**src/rtl/obuf_pack4x1.sv**
```systemverilog
// obuf_pack4x1: collects serial accumulator results from one array column, requantizes each
// to a byte and packs four bytes (first arrival in [31:24]) into a 32-bit word. Completed
// words are handed downstream through a valid/ready holding register.
// Optional build macro OBUF_SATURATE_EN selects signed saturation instead of truncation.
module obuf_pack4x1 #(
  parameter int unsigned ACC_W = 20,
  parameter int unsigned SHIFT = 0
) (
  input  logic             CLK,
  input  logic             RST,
  input  logic             EN,
  input  logic [ACC_W-1:0] IData,
  input  logic             FLUSH,
  input  logic             ORdy,
  output logic [31:0]      OWord,
  output logic             OValid,
  output logic             Busy,
  output logic             Ovf,
  output logic [15:0]      WCnt
);

  logic [7:0]  in_byte;
  logic [31:0] pk_q, pk_d, merged;
  logic [1:0]  cnt_q, cnt_d;
  logic [2:0]  fill;
  logic        done;
  logic [31:0] oword_q, oword_d;
  logic        ovalid_q, ovalid_d;
  logic        busy_q;
  logic        ovf_q, ovf_d;
  logic [15:0] wcnt_q, wcnt_d;
  logic        hs;

`ifdef OBUF_SATURATE_EN
  localparam logic signed [ACC_W-1:0] MaxV = 127;
  localparam logic signed [ACC_W-1:0] MinV = -128;
  logic signed [ACC_W-1:0] shifted;
  logic                    unused_shifted;

  assign shifted = $signed(IData) >>> SHIFT;
  // Only the comparisons look at the upper bits of the shifted value.
  assign unused_shifted = 1'b0;

  // Clamp the shifted accumulator into the signed 8-bit range.
  always_comb begin
    in_byte = shifted[7:0];
    if (shifted > MaxV) begin
      in_byte = 8'h7F;
    end else if (shifted < MinV) begin
      in_byte = 8'h80;
    end
  end
`else
  logic unused_idata;

  assign in_byte      = IData[SHIFT+7:SHIFT];
  // Bits outside the selected byte are deliberately discarded.
  assign unused_idata = ^IData;
`endif

  assign hs = ovalid_q & ORdy;

  // Pack the incoming byte into its slot and decide whether a word completes this cycle.
  always_comb begin
    merged = pk_q;
    if (EN) begin
      unique case (cnt_q)
        2'd0:    merged[31:24] = in_byte;
        2'd1:    merged[23:16] = in_byte;
        2'd2:    merged[15:8]  = in_byte;
        default: merged[7:0]   = in_byte;
      endcase
    end
    fill = {1'b0, cnt_q} + {2'b00, EN};
    // A flush after the packing step emits whatever is held; the full case covers itself.
    done = (fill == 3'd4) || (FLUSH && (fill != 3'd0));
    if (done) begin
      // Clearing here keeps unfilled low slots zero for the next partial flush.
      pk_d  = '0;
      cnt_d = 2'd0;
    end else begin
      pk_d  = merged;
      cnt_d = fill[1:0];
    end
  end

  // Holding register, overflow and accepted-word counter next state.
  always_comb begin
    oword_d  = oword_q;
    ovalid_d = ovalid_q;
    ovf_d    = ovf_q;
    wcnt_d   = wcnt_q;
    if (hs) begin
      wcnt_d = wcnt_q + 16'd1;
    end
    if (done) begin
      if (!ovalid_q || ORdy) begin
        oword_d  = merged;
        ovalid_d = 1'b1;
      end else begin
        ovf_d = 1'b1;
      end
    end else if (hs) begin
      ovalid_d = 1'b0;
    end
  end

  // State registers with synchronous reset taking priority over everything.
  always_ff @(posedge CLK) begin
    if (RST) begin
      pk_q     <= '0;
      cnt_q    <= 2'd0;
      oword_q  <= '0;
      ovalid_q <= 1'b0;
      busy_q   <= 1'b0;
      ovf_q    <= 1'b0;
      wcnt_q   <= '0;
    end else begin
      pk_q     <= pk_d;
      cnt_q    <= cnt_d;
      oword_q  <= oword_d;
      ovalid_q <= ovalid_d;
      busy_q   <= (cnt_d != 2'd0);
      ovf_q    <= ovf_d;
      wcnt_q   <= wcnt_d;
    end
  end

  assign OWord  = oword_q;
  assign OValid = ovalid_q;
  assign Busy   = busy_q;
  assign Ovf    = ovf_q;
  assign WCnt   = wcnt_q;

endmodule

```
**config.mk**
```make
export PLATFORM = sky130hd
export DESIGN_NAME = obuf_pack4x1
export DESIGN_NICKNAME = d
export VERILOG_FILES = /design/src/rtl/obuf_pack4x1.sv
export SDC_FILE = /design/constraint.sdc
export NUM_CORES = 1
export LEC_CHECK = 0
export CORE_ASPECT_RATIO = 0.9
export CORE_UTILIZATION = 48
export DETAILED_ROUTE_END_ITERATION = 16
export DONT_BUFFER_PORTS = 1
export PLACE_DENSITY = 0.67
export SETUP_SLACK_MARGIN = 0.02
export SYNTH_ARGS = -nofsm -noshare
export SYNTH_HDL_FRONTEND = slang
export SYNTH_SLANG_ARGS = --single-unit
```
**constraint.sdc**
```tcl
create_clock -name CLK -period 3.75 [get_ports CLK]
set_input_delay 0.1875 -clock CLK [delete_from_list [all_inputs] [get_ports CLK]]
set_output_delay 0.1875 -clock CLK [all_outputs]
set_load 0.1 [all_outputs]
```
Yosys cells after proc, flatten, opt, wreduce, memory -nomap -nowiden
Cells that the tools add are included.
{"block": "classes", "addsub": 2, "bitwise_logic": 2, "n_mux": 9, "reduce_logical": 13, "n_eq_ne": 4}
{"operator": "$mux 32", "n": 1}
{"operator": "$mux 8", "n": 4}
{"operator": "$add 16x1->16 const B", "n": 1}
{"operator": "$reduce_and 2->1", "n": 3}
{"operator": "$reduce_bool 2->1", "n": 2}
{"operator": "$add 2x1->3", "n": 1}
{"operator": "$eq 3x3->1 const B", "n": 1}
{"operator": "$mux 1", "n": 3}
{"operator": "$reduce_bool 3->1", "n": 1}
{"operator": "$reduce_or 3->1", "n": 1}
{"operator": "$eq 2x1->1 const B", "n": 1}
{"operator": "$eq 2x2->1 const B", "n": 1}
{"operator": "$logic_not 2->1", "n": 1}
{"operator": "$logic_or 1x1->1", "n": 2}
{"operator": "$mux 2", "n": 1}
{"operator": "$ne 2x1->1 const B", "n": 1}
{"operator": "$reduce_or 2->1", "n": 1}
{"operator": "$and 1x1->1", "n": 1}
{"operator": "$logic_and 1x1->1", "n": 1}
{"operator": "$logic_not 1->1", "n": 1}
{"operator": "$not 1->1", "n": 1}
{"block": "totals", "in_bits": 25, "output_inout_bits": 51, "elab_cells": 37, "register_bits": 85}

Longest topological paths before layout
Gate-level depths: netlist (run 1).
{"block": "logic_depth", "ltp_word": 6, "mapped_depth": 8, "mapped_depth_nobuf": 6}

Worst setup path before layout (run 1)
Ideal clock, no wire load.
{"block": "synth_timing", "path_type": "reg-to-reg", "start": "reg wcnt_q[0], in the netlist WCnt[0]", "end": "reg wcnt_q[14], in the netlist WCnt[14]", "path_slack_ns": 1.442, "setup_ns": 0.070, "arrival_ns": 2.238, "path_stages_with_launch": 6, "cell_sequence": "dfxtp_1 -> ha_1 -> nand3_1 -> nor2_1 -> or4b_1 -> a21oi_1"}
{"block": "synth_via", "elab_chain_len": 1}
{"item": "start: declaration", "line_no": "31", "rtl": "logic [15:0] wcnt_q, wcnt_d;"}
{"item": "start signal: assignment", "line_no": "125", "rtl": "wcnt_q <= wcnt_d;"}
{"item": "$add 16x1->16", "line_no": "94", "rtl": "wcnt_d = wcnt_q + 16'd1;"}
Every way passes these cells.
A chain may end at the register's enable or synchronous reset.

Worst setup path in the final report (run 1)
{"block": "layout_timing", "start": "reg cnt_q[0]", "end": "reg oword_q[24], in the netlist OWord[24]"}
{"block": "layout_via", "elab_chain_len": 5, "word_cells_on_any_way": 9}
{"item": "start: declaration", "line_no": "24", "rtl": "logic [1:0] cnt_q, cnt_d;"}
{"item": "start signal: assignment", "line_no": "120", "rtl": "cnt_q <= cnt_d;"}
{"item": "$add 2x1->3", "line_no": "74", "rtl": "fill = {1'b0, cnt_q} + {2'b00, EN};"}
{"item": "$reduce_bool 3->1", "line_no": "76", "rtl": "done = (fill == 3'd4) || (FLUSH && (fill != 3'd0));"}
{"item": "$logic_and 1x1->1", "line_no": "76"}
{"item": "$logic_or 1x1->1", "line_no": "76"}
{"item": "$reduce_and 2->1 (no source line)"}
{"item": "end signal: assignment", "line_no": "121", "rtl": "oword_q <= oword_d;"}
{"item": "end: declaration", "line_no": "27", "rtl": "logic [31:0] oword_q, oword_d;"}
Parallel ways exist; a longest one is shown, timed or not.

==> summary.md, run 1 <==
| Metric | Value |
|---|---|
| FP Rows | `27` |
| Setup WS pre-CTS | `1.39 ns` |
| Critical path launch point type | `flip-flop` |
| Gr ovfl total | `0` |
| Top-area cell type share of the netlist area | `54.1%` |
| Setup_tns | `0 ns` |
| Slew @ Worst Pin | `1.03 ns` |
| Post-Place Cells | `399` |
| Leak | `1.48 nW` |
| Top_reg_cell synth | `dfxtp_1` |
| Crit-path cells | `ha_1 > ha_1 > or3b_1 > a21boi_4 > buf_4 > nor2_1 > a211oi_1` |
| # clock sinks | `85` |
| Final worst path period share | `63.7%` |
| Number of global-route vias before repair | `2073` |
| Layout Skew | `0.0114 ns` |
| Setup crit end | `OWord[24]$_SDFFE_PP0P_` |
| Worst Hold Launch | `IData[6]` |
| Max VDD drop | `0.325 mV` |
| Crit. path cell count | `7` |
| Ranking of synthesized cells by area | `dfxtp_1 (54%), mux2i_1 (10%), nor2_1 (9.4%)` |
| Die Y | `78.8 um` |
| Number of remaining DRC errors | `0` |
| CTS tree | `yes` |
| Worst R2R Path Depth | `7` |
| DR vias/cell | `5.27` |
| Core ar. | `6220 sq um` |
| RR Endpoint | `OWord[24]$_SDFFE_PP0P_` |
| 1st-pass router iterations | `4` |
| RSZ-0062 raised after global routing | `no` |
| Post-CTS Hold Buffers | `3` |
| Crit Path Class | `flip-flop to flip-flop` |
| Final WS setup | `1.36 ns` |
| Hold WC Path Type | `input port to flip-flop` |
| First-pass GRT wire length | `10200 um` |
| #FFs+latches synth | `85` |
| Final net count | `354` |
| Status | `finished, final reports clean` |
| Top cells by count, synth | `dfxtp_1 (85), nor2_1 (79), a211oi_1 (33), mux2i_1 (32), buf_2 (9)` |
| Post-synthesis sequential area ratio | `54.1%` |
| WL/cell | `15.4 um` |
| Hold Vio Cnt, Final | `0` |
| Port bufs | `0` |
| P&R area growth vs syn | `13.3%` |
| Synth Area per Inst | `9.95 sq um` |
| Die ar. | `6880 sq um` |
| Dpl hpwl | `4070 um` |
| Slew HR | `31.5%` |
| Total nets after synthesis | `344` |
| Reg-to-reg slack, setup | `1.36 ns` |
| ANT nets after route | `0` |
| Die width | `87.3 um` |
| RR Startpoint | `cnt_q[0]$_SDFF_PP0_` |
| IO Count | `76` |
| DP Area | `3270 sq um` |
| Overall power | `2.26 mW` |
| Post-CTS Setup Inserts | `0` |
| Worst Path Arrival | `2.64 ns` |
| Setup crit start | `cnt_q[0]$_SDFF_PP0_` |
| CTS resizes | `0` |
| CP Capture Type | `flip-flop` |
| Buf+Inv Stages, Crit Path | `1` |
| Via count | `2201` |
| CP delay by family, top | `simple AND/OR/NAND/NOR gates` |
| Final WL | `6450 um` |
| Most common cell on crit path | `ha_1` |
| Largest net degree at the start of global routing | `65` |
| Fin area | `3560 sq um` |
| Clock root cell | `clkbuf_8` |
| Pins over their slew limit | `0` |
| Pwr dens | `634 nW/um^2` |
| Drt initial violations | `56` |
| Overall Global Routing Usage | `19.7%` |
| Reg clk slew, reported paths | `0.08 ns` |
| Post-synth ARST share | `0%` |
| Initial core utilization | `50.6%` |
| Total of max-cap violations | `0` |
| Layout cells sized above 1 | `11.5%` |
| CP required | `4.00 ns` |
| Register area | `1700 sq um` |
| Area leader, netlist | `dfxtp_1` |
| Antenna cells | `0` |
| Fmax | `419 MHz` |
| Multi-input logic area | `1320 sq um` |
| CP max-delay cell | `buf_4` |
| H-tree Lvls | `3` |
| Worst Path Max Fanout | `64` |
| Initial antenna violation count | `0` |
| Fillers | `560` |
| Cell with the most instances after synthesis | `dfxtp_1` |
| Clk buf depth | `2` |
| Crit path time final | `2.39 ns` |
| Final Non-Filler Cells | `418` |
| Post-synth EDFFs | `0` |
| Yosys warns | `0` |
| Setup Viol. Count Final | `0` |
| Cts bufs inserted | `9` |
| Worst-Skew Late Latency | `0.35 ns` |
| GPL Wtd Cong | `0.725` |
| Post-Syn Instances | `316` |
| Distinct cell type count after synthesis | `36` |
| Post-synthesis cell area | `3140 sq um` |
| Worst stage delay on the critical path | `0.51 ns` |
-- logic make-up after synthesis --
| kind of cell | count (synthesis) | share of synthesized area (%) |
|---|---|---|
| xor+xnor | 11 | 3.07 |
| buf+inv | 24 | 4.10 |
| simple gates | 115 | 16.9 |
| compound gates | 46 | 10.4 |
| flops | 85 | 54.1 |
| fa+ha+maj | 3 | 1.19 |
| mux | 32 | 10.2 |
-- state kept, by name, summed over array words and instances (netlist names) --
name    count
Busy        1
OValid      1
OWord      32
Ovf         1
WCnt       16
cnt_q       2
pk_q       32
-- layer usage --
metal	routed length (um)	vias up	track usage (%)
met1	3050	1033	25.0
met2	2930	46	30.9
li1	-	1118	-
met5	0	-	0
met4	48	0	5.90
met3	427	4	7.80
-- final cells by class --
| type | count | area share [%] |
|---|---|---|
| clock buffers | 11 | 3.97 |
| clock inverters | 5 | 3.02 |
| inverters | 3 | 0.316 |
| multi-input cells | 207 | 37.2 |
| flip-flops and latches | 85 | 47.8 |
| well taps | 87 | 3.06 |
| repair buffers | 20 | 4.71 |
-- power by group --
| group | switching [mW] | total, mW | internal [mW] |
|---|---|---|---|
| logic | 0.118 | 0.186 | 0.0676 |
| registers | 0.340 | 1.30 | 0.957 |
| clock network | 0.311 | 0.775 | 0.463 |
-- how the worst min path moves through the flow --
| stage | slack, ns | cells past startpoint | end |
|---|---|---|---|
| floorplan | 0.27 | 1 | Busy$_SDFF_PP0_ |
| global placement | 0.26 | 1 | WCnt[15]$_SDFFE_PP0P_ |
| detailed placement | 0.27 | 1 | WCnt[13]$_SDFFE_PP0P_ |
| CTS | 0.004 | 2 | pk_q[26]$_SDFF_PP0_ |
| global route | 0.02 | 2 | pk_q[21]$_SDFF_PP0_ |
| finish | 0.02 | 2 | pk_q[22]$_SDFF_PP0_ |
-- placed cells by master, fill, tap and decap left out --
cell | netlist | routed
or4_1 | 1 | 1
clkbuf_1 | 7 | 1
a21oi_1 | 6 | 6
nand4_4 | 1 | 1
nand3b_1 | 2 | 2
nor3b_1 | 1 | 1
a211oi_1 | 33 | 33
nor4_1 | 1 | 1
and4_4 | 1 | 1
nor3_1 | 2 | 2
or4b_1 | 1 | 1
dfxtp_1 | 85 | 85
or3b_1 | 1 | 1
buf_4 | 1 | 17
dlygate4sd3_1 | 0 | 2
nand2b_1 | 2 | 2
o41ai_1 | 1 | 1
inv_1 | 3 | 3
xnor2_1 | 4 | 4
o21ai_0 | 3 | 3
mux2i_1 | 32 | 32
or3_1 | 2 | 2
nor2_1 | 79 | 79
xor2_1 | 7 | 7
a21boi_4 | 0 | 1
clkbuf_8 | 0 | 10
o21ba_2 | 1 | 1
clkinv_4 | 0 | 2
and3_2 | 1 | 1
ha_1 | 3 | 3
buf_12 | 0 | 1
and2_1 | 1 | 1
and4_1 | 2 | 2
nand4_1 | 4 | 4
o31ai_1 | 1 | 1
nand3_1 | 6 | 6
bufinv_16 | 0 | 3
nand2_1 | 7 | 7
-- through the flow --
step | hold WS [ns] | utilization, %
floorplan | 0.266 | -
global placement | 0.261 | 52.7
detailed placement | 0.266 | 52.7
CTS | 0.00422 | 57.3
global route | 0.0179 | 57.3
finish | 0.0174 | 57.3
Power figures use the tool's default switching activity.
==> run 2, diff against run 1 <==
==> constraint.sdc (replaced) <==
create_clock -name CLK -period 2.45 [get_ports CLK]
set_input_delay 0.1225 -clock CLK [delete_from_list [all_inputs] [get_ports CLK]]
set_output_delay 0.1225 -clock CLK [all_outputs]
set_load 0.1 [all_outputs]
==> run 2 against run 1 <==
  * Utilization rose by 5.6 points
  * Fmax grew 12%
  * Wire length is 5.7% higher
  * Sequential share of layout area is 4.3 points lower
  * Cell count up 11%
  * First-iteration DRC count rose by 63%
  * Highest routed layer unchanged
==> summary.md, run 2 (synthesis gave the netlist of run 1 again) <==
| Metric | Value |
|---|---|
| Status | `finished, final reports clean` |
| Drt initial violations | `91` |
| Slew HR | `37.9%` |
| Number of remaining DRC errors | `0` |
| Post-Place Cells | `435` |
| Final worst path period share | `86.9%` |
| Layout cells sized above 1 | `20.0%` |
| Overall power | `3.48 mW` |
| Worst Path Max Fanout | `64` |
| Critical path launch point type | `flip-flop` |
| Final WL | `6820 um` |
| Overall Global Routing Usage | `20.9%` |
| Reg clk slew, reported paths | `0.09 ns` |
| Fmax | `470 MHz` |
| Post-CTS Setup Inserts | `0` |
| Max VDD drop | `0.541 mV` |
| ANT nets after route | `0` |
| Final net count | `398` |
| Worst R2R Path Depth | `7` |
| Antenna cells | `0` |
| Combinational share of power | `25.5%` |
| Number of global-route vias before repair | `2305` |
| Dpl hpwl | `4400 um` |
| Leak | `1.69 nW` |
| Total of max-cap violations | `0` |
| CTS resizes | `0` |
| RR Startpoint | `cnt_q[0]$_SDFF_PP0_` |
| Hold Vio Cnt, Final | `0` |
| Setup_tns | `0 ns` |
| Port bufs | `0` |
| Fillers | `536` |
| WL/cell | `14.8 um` |
| Worst-Skew Late Latency | `0.35 ns` |
| Crit Path Class | `flip-flop to flip-flop` |
| Hold WC Path Type | `input port to flip-flop` |
| # clock sinks | `85` |
| IO Count | `76` |
| Die ar. | `6880 sq um` |
| Final Non-Filler Cells | `462` |
| Post-Route Utilization | `62.9%` |
| Die width | `87.3 um` |
| Slew @ Worst Pin | `0.930 ns` |
| Initial antenna violation count | `0` |
| RSZ-0062 raised after global routing | `no` |
| GPL Wtd Cong | `0.747` |
| Commonest cells after routing, fill and taps aside | `dfxtp_1 (85), nor2_1 (79), buf_4 (51)` |
| Largest net degree at the start of global routing | `65` |
| 1st-pass router iterations | `4` |
| Register area | `1700 sq um` |
| Initial core utilization | `50.6%` |
| Switching Fraction | `34.9%` |
| Clk buf depth | `2` |
| H-tree Lvls | `3` |
| First-pass GRT wire length | `10800 um` |
| CP Capture Type | `flip-flop` |
| Cts bufs inserted | `9` |
| Pwr dens | `888 nW/um^2` |
| Gr ovfl total | `0` |
| Setup Viol. Count Final | `0` |
| Multi-input logic area | `1320 sq um` |
| Hold slack | `0.0822 ns` |
| P&R area growth vs syn | `24.5%` |
| Clock root cell | `clkbuf_8` |
| Post-CTS Hold Buffers | `11` |
| CTS tree | `yes` |
| Switch Pwr | `1.21 mW` |
| Layout Skew | `0.0102 ns` |
| Setup crit start | `cnt_q[0]$_SDFF_PP0_` |
| Hold path cells | `2` |
| CP required | `2.71 ns` |
| Worst Path Arrival | `2.38 ns` |
| Pins over their slew limit | `0` |
| FP Rows | `27` |
| Crit path time final | `2.13 ns` |
| Core ar. | `6220 sq um` |
| Worst Hold Launch | `RST` |
| Commonest non-fill, non-tap cell in the layout | `dfxtp_1` |
| Cell Int Power | `2.26 mW` |
| Seq pwr share | `43.3%` |
| Die Y | `78.8 um` |
| Clock share of power | `31.2%` |
| DR vias/cell | `5.16` |
| Via count | `2385` |
==> run 2: critical path: stages, from the launching register on <==
cell and delay, ns:
dfxtp_1 0.36, ha_1 0.20, ha_1 0.30, or3b_1 0.43, a21boi_4 0.17, buf_12 0.27, nor2_1 0.07, a211oi_1 0.22
==> run 2: final timing paths <==
| check | end | slack (ns) |
|---|---|---|
| setup / recovery | OWord[7]$_SDFFE_PP0P_ | 0.32 |
| hold / removal | WCnt[0]$_SDFFE_PP0P_ | 0.08 |
| setup reg to reg | OWord[7]$_SDFFE_PP0P_ | 0.32 |
| hold reg to reg | OWord[20]$_SDFFE_PP0P_ | 0.50 |
==> run 2: final cells by class <==
cell class                 count  area share [%]
clock buffer                  10            3.52
clock inverter                 6            2.21
inverter                       3           0.288
multi-input combinational    207            33.8
sequential                    85            43.5
tap                           87            2.78
timing repair buffer          64            13.9
==> run 2: power by group through the flow <==
stage	sequential, mW	combinational, mW	clock [mW]
after floorplan	2.02	0.226	0
after global placement	1.53	0.842	0
after detailed placement	1.54	0.849	0
after CTS	1.51	0.890	1.11
after global routing	1.51	0.930	1.16
final	1.51	0.886	1.08
==> run 2: metal layers <==
metal / up-vias / track usage (%) / share of wire [%]
li1: 1207 / - / -
met3: 8 / 7.69 / 5.4
met1: 1118 / 24.8 / 46
met4: 0 / 5.41 / 1.0
met2: 52 / 35.4 / 47
met5: - / 0 / 0
==> run 2: through the flow <==
stage / area (sq um) / setup WS, ns
4_1_cts: 3910 / 0.314
5_1_grt: 3910 / 0.148
3_3_place_gp: 3570 / 0.418
2_1_floorplan: 3140 / 0.142
3_5_place_dp: 3570 / 0.334
6_report: 3910 / 0.321
